`src/rtl/dmem_arbiter_pkg.sv`:
```
// rtl/dmem_arbiter_pkg.sv - shared constants, state encoding and mask helper for the data-memory arbiter
package dmem_arbiter_pkg;

    localparam int DEF_ADDR_LSB = 3;
    localparam int DEF_IDX_W    = 6;

    typedef enum logic [2:0] {
        ST_IDLE   = 3'd0,
        ST_READ   = 3'd1,
        ST_RMW_RD = 3'd2,
        ST_WRITE  = 3'd3,
        ST_ERR    = 3'd4,
        ST_RESP   = 3'd5
    } darb_state_t;

    // Widen an 8-bit byte enable into a 64-bit bit mask.
    function automatic logic [63:0] expand_mask(input logic [7:0] mask);
        logic [63:0] m;
        for (int i = 0; i < 8; i++) begin
            m[8*i +: 8] = {8{mask[i]}};
        end
        return m;
    endfunction

endpackage

```
`src/rtl/dmem_arbiter_rr_arb2.sv`:
```
// rtl/dmem_arbiter_rr_arb2.sv - two-input round-robin picker with pointer register
import dmem_arbiter_pkg::*;

module rr_arb2 (
    input  logic       clk,
    input  logic       rst,
    input  logic [1:0] i_req,
    input  logic       i_update,
    output logic [1:0] o_gnt
);

    // r_ptr = 0 favours requester 0 on a tie, 1 favours requester 1.
    logic r_ptr;

    // Pick the lone requester, or the pointer's choice when both ask.
    always_comb begin
        o_gnt = i_req;
        if (i_req == 2'b11) begin
            o_gnt = r_ptr ? 2'b10 : 2'b01;
        end
    end

    // After each acceptance, hand priority to the requester that did not win.
    always_ff @(posedge clk or posedge rst) begin
        if (rst) begin
            r_ptr <= 1'b0;
        end else if (i_update) begin
            r_ptr <= o_gnt[0];
        end
    end

endmodule

```
`src/rtl/dmem_arbiter.sv`:
```
// rtl/dmem_arbiter.sv - two-requester round-robin controller for the 64x64 data memory
import dmem_arbiter_pkg::*;

module dmem_arbiter #(
    parameter int ADDR_LSB = DEF_ADDR_LSB,
    parameter int IDX_W    = DEF_IDX_W
) (
    input  logic        clk,
    input  logic        rst,
    input  logic        m0_req,
    input  logic        m0_we,
    input  logic [63:0] m0_addr,
    input  logic [63:0] m0_wdata,
    input  logic [7:0]  m0_wmask,
    output logic        m0_gnt,
    output logic        m0_rvalid,
    output logic [63:0] m0_rdata,
    output logic        m0_err,
    input  logic        m1_req,
    input  logic        m1_we,
    input  logic [63:0] m1_addr,
    input  logic [63:0] m1_wdata,
    input  logic [7:0]  m1_wmask,
    output logic        m1_gnt,
    output logic        m1_rvalid,
    output logic [63:0] m1_rdata,
    output logic        m1_err,
    output logic        datamem_ena,
    output logic        memwb_ena,
    output logic [63:0] mem_r_addr,
    output logic [63:0] mem_w_addr,
    output logic [63:0] mem_w_data,
    input  logic [63:0] mem_r_data
);

    darb_state_t      r_state;
    darb_state_t      w_next;
    logic             r_owner;
    logic             r_we;
    logic [IDX_W-1:0] r_idx;
    logic [63:0]      r_wdata;
    logic [7:0]       r_wmask;
    logic             r_err;
    logic [63:0]      r_rdata;
    logic [1:0]       r_gnt;

    logic [1:0]       w_pick;
    logic             w_accept;
    logic             w_sel_m1;
    logic             w_we;
    logic [63:0]      w_addr;
    logic [63:0]      w_wdata;
    logic [7:0]       w_wmask;
    logic             w_oor;
    logic [63:0]      w_idx_ext;
    logic             w_resp;

    rr_arb2 u_rr (
        .clk      (clk),
        .rst      (rst),
        .i_req    ({m1_req, m0_req}),
        .i_update (w_accept),
        .o_gnt    (w_pick)
    );

    assign w_accept  = (r_state == ST_IDLE) && (m0_req || m1_req);
    assign w_sel_m1  = w_pick[1];
    assign w_we      = w_sel_m1 ? m1_we    : m0_we;
    assign w_addr    = w_sel_m1 ? m1_addr  : m0_addr;
    assign w_wdata   = w_sel_m1 ? m1_wdata : m0_wdata;
    assign w_wmask   = w_sel_m1 ? m1_wmask : m0_wmask;
    assign w_oor     = |w_addr[63:ADDR_LSB+IDX_W];
    assign w_idx_ext = {{(64-IDX_W){1'b0}}, r_idx};
    assign w_resp    = (r_state == ST_RESP);

    // State register; an asserted reset drops any operation in flight.
    always_ff @(posedge clk or posedge rst) begin
        if (rst) begin
            r_state <= ST_IDLE;
        end else begin
            r_state <= w_next;
        end
    end

    // Next-state selection and memory-side strobes, decoded from the current state.
    always_comb begin
        w_next      = r_state;
        memwb_ena   = 1'b0;
        datamem_ena = 1'b0;
        mem_r_addr  = 64'd0;
        mem_w_addr  = 64'd0;
        mem_w_data  = 64'd0;
        case (r_state)
            ST_IDLE: begin
                if (w_accept) begin
                    if (w_oor)                 w_next = ST_ERR;
                    else if (!w_we)            w_next = ST_READ;
                    else if (w_wmask == 8'hFF) w_next = ST_WRITE;
                    else if (w_wmask == 8'h00) w_next = ST_RESP;
                    else                       w_next = ST_RMW_RD;
                end
            end
            ST_READ: begin
                memwb_ena  = 1'b1;
                mem_r_addr = w_idx_ext;
                w_next     = ST_RESP;
            end
            ST_RMW_RD: begin
                memwb_ena  = 1'b1;
                mem_r_addr = w_idx_ext;
                w_next     = ST_WRITE;
            end
            ST_WRITE: begin
                datamem_ena = 1'b1;
                mem_w_addr  = w_idx_ext;
                mem_w_data  = r_wdata;
                w_next      = ST_RESP;
            end
            ST_ERR:  w_next = ST_RESP;
            ST_RESP: w_next = ST_IDLE;
            default: w_next = ST_IDLE;
        endcase
    end

    // Latch the winning request, then capture read data or the merged store word.
    always_ff @(posedge clk or posedge rst) begin
        if (rst) begin
            r_owner <= 1'b0;
            r_we    <= 1'b0;
            r_idx   <= '0;
            r_wdata <= 64'd0;
            r_wmask <= 8'd0;
            r_err   <= 1'b0;
            r_rdata <= 64'd0;
            r_gnt   <= 2'b00;
        end else begin
            r_gnt <= w_accept ? w_pick : 2'b00;
            if (w_accept) begin
                r_owner <= w_sel_m1;
                r_we    <= w_we;
                r_idx   <= w_addr[ADDR_LSB+IDX_W-1:ADDR_LSB];
                r_wdata <= w_wdata;
                r_wmask <= w_wmask;
                r_err   <= w_oor;
                r_rdata <= 64'd0;
            end else if (r_state == ST_READ) begin
                r_rdata <= mem_r_data;
            end else if (r_state == ST_RMW_RD) begin
                r_wdata <= (mem_r_data & ~expand_mask(r_wmask)) | (r_wdata & expand_mask(r_wmask));
            end
        end
    end

    assign m0_gnt    = r_gnt[0];
    assign m1_gnt    = r_gnt[1];
    assign m0_rvalid = w_resp && !r_owner;
    assign m1_rvalid = w_resp && r_owner;
    assign m0_rdata  = (m0_rvalid && !r_we) ? r_rdata : 64'd0;
    assign m1_rdata  = (m1_rvalid && !r_we) ? r_rdata : 64'd0;
    assign m0_err    = m0_rvalid && r_err;
    assign m1_err    = m1_rvalid && r_err;

endmodule

```
`config.mk`:
```
export PLATFORM = sky130hd
export DESIGN_NAME = dmem_arbiter
export DESIGN_NICKNAME = d
export VERILOG_FILES = /design/src/rtl/dmem_arbiter_pkg.sv /design/src/rtl/dmem_arbiter_rr_arb2.sv /design/src/rtl/dmem_arbiter.sv
export SDC_FILE = /design/constraint.sdc
export NUM_CORES = 1
export LEC_CHECK = 0
export ABC_AREA = 1
export ABC_CLOCK_PERIOD_IN_PS = 4900
export BUFFER_PORTS_ARGS = -buffer_cell sky130_fd_sc_hd__clkbuf_2
export CORE_AREA = 2 2 263 265
export DETAILED_ROUTE_END_ITERATION = 10
export DIE_AREA = 0 0 265 267
export HOLD_SLACK_MARGIN = 0.1
export PLACE_DENSITY = 0.43
export SLEW_MARGIN = 20
export SYNTH_ARGS = -nofsm -noshare
export SYNTH_HDL_FRONTEND = slang
export SYNTH_HIERARCHICAL = 1
export SYNTH_SLANG_ARGS = --single-unit
```
`constraint.sdc`:
```
create_clock -name clk -period 4.9 [get_ports clk]
set_clock_uncertainty 0.05 [all_clocks]
set_input_delay 0.245 -clock clk [delete_from_list [all_inputs] [get_ports clk]]
set_output_delay 0.245 -clock clk [all_outputs]
set_load 0.02 [all_outputs]
```
== Word level (Yosys, flattened, before mapping) ==
Index checks and enable logic that the tools add are counted.

* Register bits: 151
* Memories: 0
* Output and inout port bits: 328
* Bits in read-only memories: 0
* Memory bits (writable): 0
* Logic and storage cells: 66
* Bits in latches: 0

* $mul: 0
* Reduce and logical (&&, ||, !) cells: 18
* $lt $le $gt $ge: 0
* Shifts and indexed selects: 0
* Bitwise operators: 4
* Mux-type cells: 25
* $add $sub $neg: 0
* Equality and inequality tests: 9
* Divide/modulo/power cells: 0

{| class="wikitable"
|+ Operators by type and width
! operator !! count
|-
| 64-bit 2-to-1 mux || 10
|-
| 64-bit bitwise AND || 2
|-
| 64-bit NOT || 1
|-
| 64-bit OR || 1
|-
| 55-bit OR reduction || 1
|-
| 3-bit 2-to-1 mux || 5
|-
| 6-bit 2-to-1 mux || 2
|-
| 3-bit case mux with 3 select lines || 1
|-
| 8-bit equality test, second input constant || 1
|-
| 8-bit zero test || 1
|-
| 8-bit 2-to-1 mux || 1
|-
| 1-bit logical AND || 7
|-
| 3-bit by 2-bit equality test with 1-bit output, second input constant || 2
|-
| 3-bit equality test, second input constant || 2
|-
| 2-bit 2-to-1 mux || 3
|-
| 2-bit inequality test, second input constant || 2
|-
| 2-bit nonzero test || 2
|-
| 3-bit by 1-bit equality test with 1-bit output, second input constant || 1
|-
| 3-bit zero test || 1
|-
| 1-bit 2-to-1 mux || 3
|-
| 3-bit OR reduction || 1
|-
| 2-bit equality test, second input constant || 1
|-
| 1-bit zero test || 2
|-
| 2-bit AND reduction || 1
|-
| other kinds (2) || 2
|}

== Logic depth before layout (Yosys ltp) ==
* Depth in word-level cells: 10
* Gate-level depth with buffers: 13

== Modules after synthesis ==
Netlist, hierarchy kept.

{| class="wikitable"
|+ By module, submodules not included
! module !! area an instance (um^2) !! seq. area each (um^2) !! cells each !! instances
|-
| dmem_arbiter || 9,928.3 || 3,753.6 || 1,472 || 1
|-
| rr_arb2 || 66.3 || 25.0 || 10 || 1
|}

== Worst setup path after synthesis ==
Ideal clock, no wire load.

* Kind: reg-to-output
* From: register r_state[1]
* To: output port mem_w_addr[0]
* Arrival: 1,769 ps
* Setup slack: 2,836 ps
* Data required time: 4,605 ps
* Cell stages (with the launch flop): 6
* Cell sequence: dfrtp_1 inv_1 nor3_1 inv_2 clkbuf_1 nor2_1

* Word-level cells in the longest chain between the ends: 2

{| class="wikitable"
|+ Ends and longest elaborated chain
! what !! RTL line !! RTL
|-
| start: declaration || dmem_arbiter.sv:36 || <nowiki>darb_state_t r_state;</nowiki>
|-
| start signal: assignment || dmem_arbiter.sv:81 || <nowiki>r_state <= w_next;</nowiki>
|-
| 3-bit by 2-bit equality test with 1-bit output || dmem_arbiter.sv:93 || <nowiki>case (r_state)</nowiki>
|-
| 6-bit 2-to-1 mux || dmem_arbiter.sv:93 ||
|-
| end: declaration || dmem_arbiter.sv:31 || <nowiki>output logic [63:0] mem_w_addr,</nowiki>
|}

Every way passes these cells.

== Worst setup path after layout ==
* From: register r_state[1]
* To: output port mem_w_data[6]

* Word-level cells in the longest chain between the ends: 2

{| class="wikitable"
|+ Ends and longest elaborated chain
! what !! RTL line !! RTL
|-
| 3-bit by 2-bit equality test with 1-bit output || dmem_arbiter.sv:93 ||
|-
| 64-bit 2-to-1 mux || dmem_arbiter.sv:93 ||
|-
| end: declaration || dmem_arbiter.sv:32 || <nowiki>output logic [63:0] mem_w_data,</nowiki>
|}

Every way passes these cells.

==> out/metrics.cfg <==
[timing]
slew_headroom_pct=28.0
tns_ns=0
worstMarginPinSlew_ns=1.08
setup_viol_count_final=0
fmax_ghz=0.295
rsz0062_at_grt=false
fin_crit_ns=3.39
drv_slew=0
hold_viol_final=0
fin_hold_ws_ns=0.132
post-route-period-util_pct=69.3

[yosys]
synthCells=1482
netlist_top_cells_count=407 x nor2_1, 216 x inv_1, 165 x o21ai_0, 151 x dfrtp_1, 138 x nand2_1
syn_area_per_cell_um2=6.74
synth_largest_area_cell=dfrtp_1
yosysWarnings=6
syn_area_um2=9990
yosysMostFrequentCell=nor2_1
ys_async_sr_fraction_pct=100
synth_cell_types=34
yosys-top-cells-area=dfrtp_1 38%, nor2_1 15%, buf_4 9.1%, o21ai_0 8.3%, inv_1 8.1%
synth_top_area_share_pct=37.8
yosys_register_bits=151
seq_area_frac_synth_pct=37.8
synth_flop_cell=dfrtp_1
synth_edf_count=0

[critical_path]
required_ns=4.61
end_kind=output port
crit_path_start_kind=flip-flop
crit_chain=inv_1 > nor3_1 > clkinv_2 > buf_4 > nor2_1 > clkbuf_2
arrival_ns=3.10
max_stage_delay_ns=0.82
cp_slowest_cell=clkinv_2
crit_fanout=44
crit_type=reg -> out

[floorplanning]
fp.dieW_um=265
num_io_pins=670
fp.dieH_um=267
core_um2=68000
dieArea_um2=70800
initial_core_util_pct=14.7
row_count=96

[cells_and_area]
diodes=0
layout.cells.non_filler=2989
area_growth_pct=48.8
fillers=7799
nets=2436
layout-drive-gt1-share_pct=29.4

[clock_network]
max-clock-path-buffers=2
htree_levels=4
cts.sinks=151
cts_tree=yes
cts_setup_buffers=0
cts_buffers=17
path_clk_slew_ns=0.07
cts-root-buf=clkbuf_16
clock_latency_ns=0.47

[placed_design]
post-place-cells=2842
routabilityCongestion=0.773
dpl.hpwl_mm=33.9
io_buffers=547

[drt]
vias=11100
vias_per_cell=3.73
dr.pass1.iters=5
wl_per_cell_um=15.3
drtIter0Drc=479
drc=0
wirelength_mm=45.7
postRouteAntennaNets=0

[hold_path]
hold_path_class=in -> reg

[grt]
grt.total_usage_pct=12.6
antenna_found_initial=4
gr-total-overflow=0
grt_pass1_vias=10900
grt_pass1_wl_mm=66.2
grt_max_degree=77

[power_and_ir_drop]
p_per_area_nw_per_um2=438
irDropWorstVdd_mv=0.213
power_leakage_uw=0.00791

[outcome]
status=complete, no violations

[flow_run]
cap_viol_max_count=0

==> worst max-delay path: cells and delay by family (launching register included) <==
family        cells  cell delay (ns)
simple gates      2             0.46
flops             1             0.48
buf+inv           4             1.67
==> logic make-up (layout without fill, tap and decap cells) <==
kind of cell	Yosys count	count (layout)	synth area share (%)
AO/OA/AOI/OAI	262	262	14.5
other	1	116	0.0375
buffers and inverters	420	930	21.6
AND/OR/NAND/NOR	648	648	26.0
flip-flops	151	151	37.8
==> cell usage in the layout (no fill, tap or decap), types with 3 or more instances in the layout <==
cell	synthesis	layout
clkbuf_2	0	547
inv_1	216	214
buf_4	121	13
o31ai_1	6	6
o21ai_1	16	16
o22ai_1	51	51
nor2_1	407	407
or2_2	3	3
nand2_1	138	135
o21ai_0	165	165
dlygate4sd3_1	0	115
clkinv_2	0	3
nand4_1	6	6
o21ai_2	7	7
nand2_4	0	4
conb_1	1	116
nand3_1	84	84
clkbuf_8	0	3
clkbuf_16	0	17
a31oi_1	12	12
clkinvlp_4	0	5
dfrtp_1	151	151
==> per-stage QoR <==
stage               utilization (%)  area [µm²]  worst slack (ns)  total power (µW)
CTS                            21.9       14900              1.33              6660
finish                         21.9       14900              1.51              6510
global route                   21.9       14900              1.15              7110
global placement               19.3       13100              1.97              5060
floorplan                         -       10400             0.569              4110
detailed placement             19.3       13100              1.89              5070
==> report_power, final <==
part / switching, µW / internal [µW]
sequential: 246 / 1800
combinational: 2140 / 942
clock: 589 / 791
==> repair_timing <==
item	4_1_cts	5_1_grt
hold buffers	115	0
gates resized for setup	0	0
endpoints found under the hold margin	200	0
==> area by class of cell <==
class,instances,area (µm²),share of cell area (%)
Multi-Input combinational cell,1026,4530,30.5
Timing Repair Buffer,677,4030,27.1
Sequential cell,151,3780,25.4
Tap cell,882,1100,7.42
Inverter,221,840,5.64
Clock buffer,22,474,3.19
Clock inverter,10,120,0.808
==> worst paths after layout <==
kind | depth (start not counted) | to | start | slack, ns
min | 5 | r_wmask[7]$_DFFE_PP0P_ | m1_wmask[7] | 0.13
min in group asynchronous | 3 | u_rr/r_ptr$_DFFE_PP0P_ | rst | 0.22
max reg2reg | 10 | flip-flop | r_state[0]$_DFFE_PP0P_ | 1.65
min reg2reg | 2 | r_rdata[63]$_DFFE_PP0P_ | r_rdata[63]$_DFFE_PP0P_ | 0.47
max in group asynchronous | 4 | r_rdata[31]$_DFFE_PP0P_ | rst | 3.38
max | 6 | mem_w_data[6] | r_state[1]$_DFFE_PP0P_ | 1.51
==> per-layer routing <==
layer  vias to the layer above  GRT usage, %  wire length (µm)
li1                       5601             -                 -
met1                      5114          15.2             19600
met2                       393          22.8             23300
met3                        28          2.79              2260
met4                         2          2.89               575
met5                         -             0                12
No activity file was read; power rests on OpenSTA's default activity.
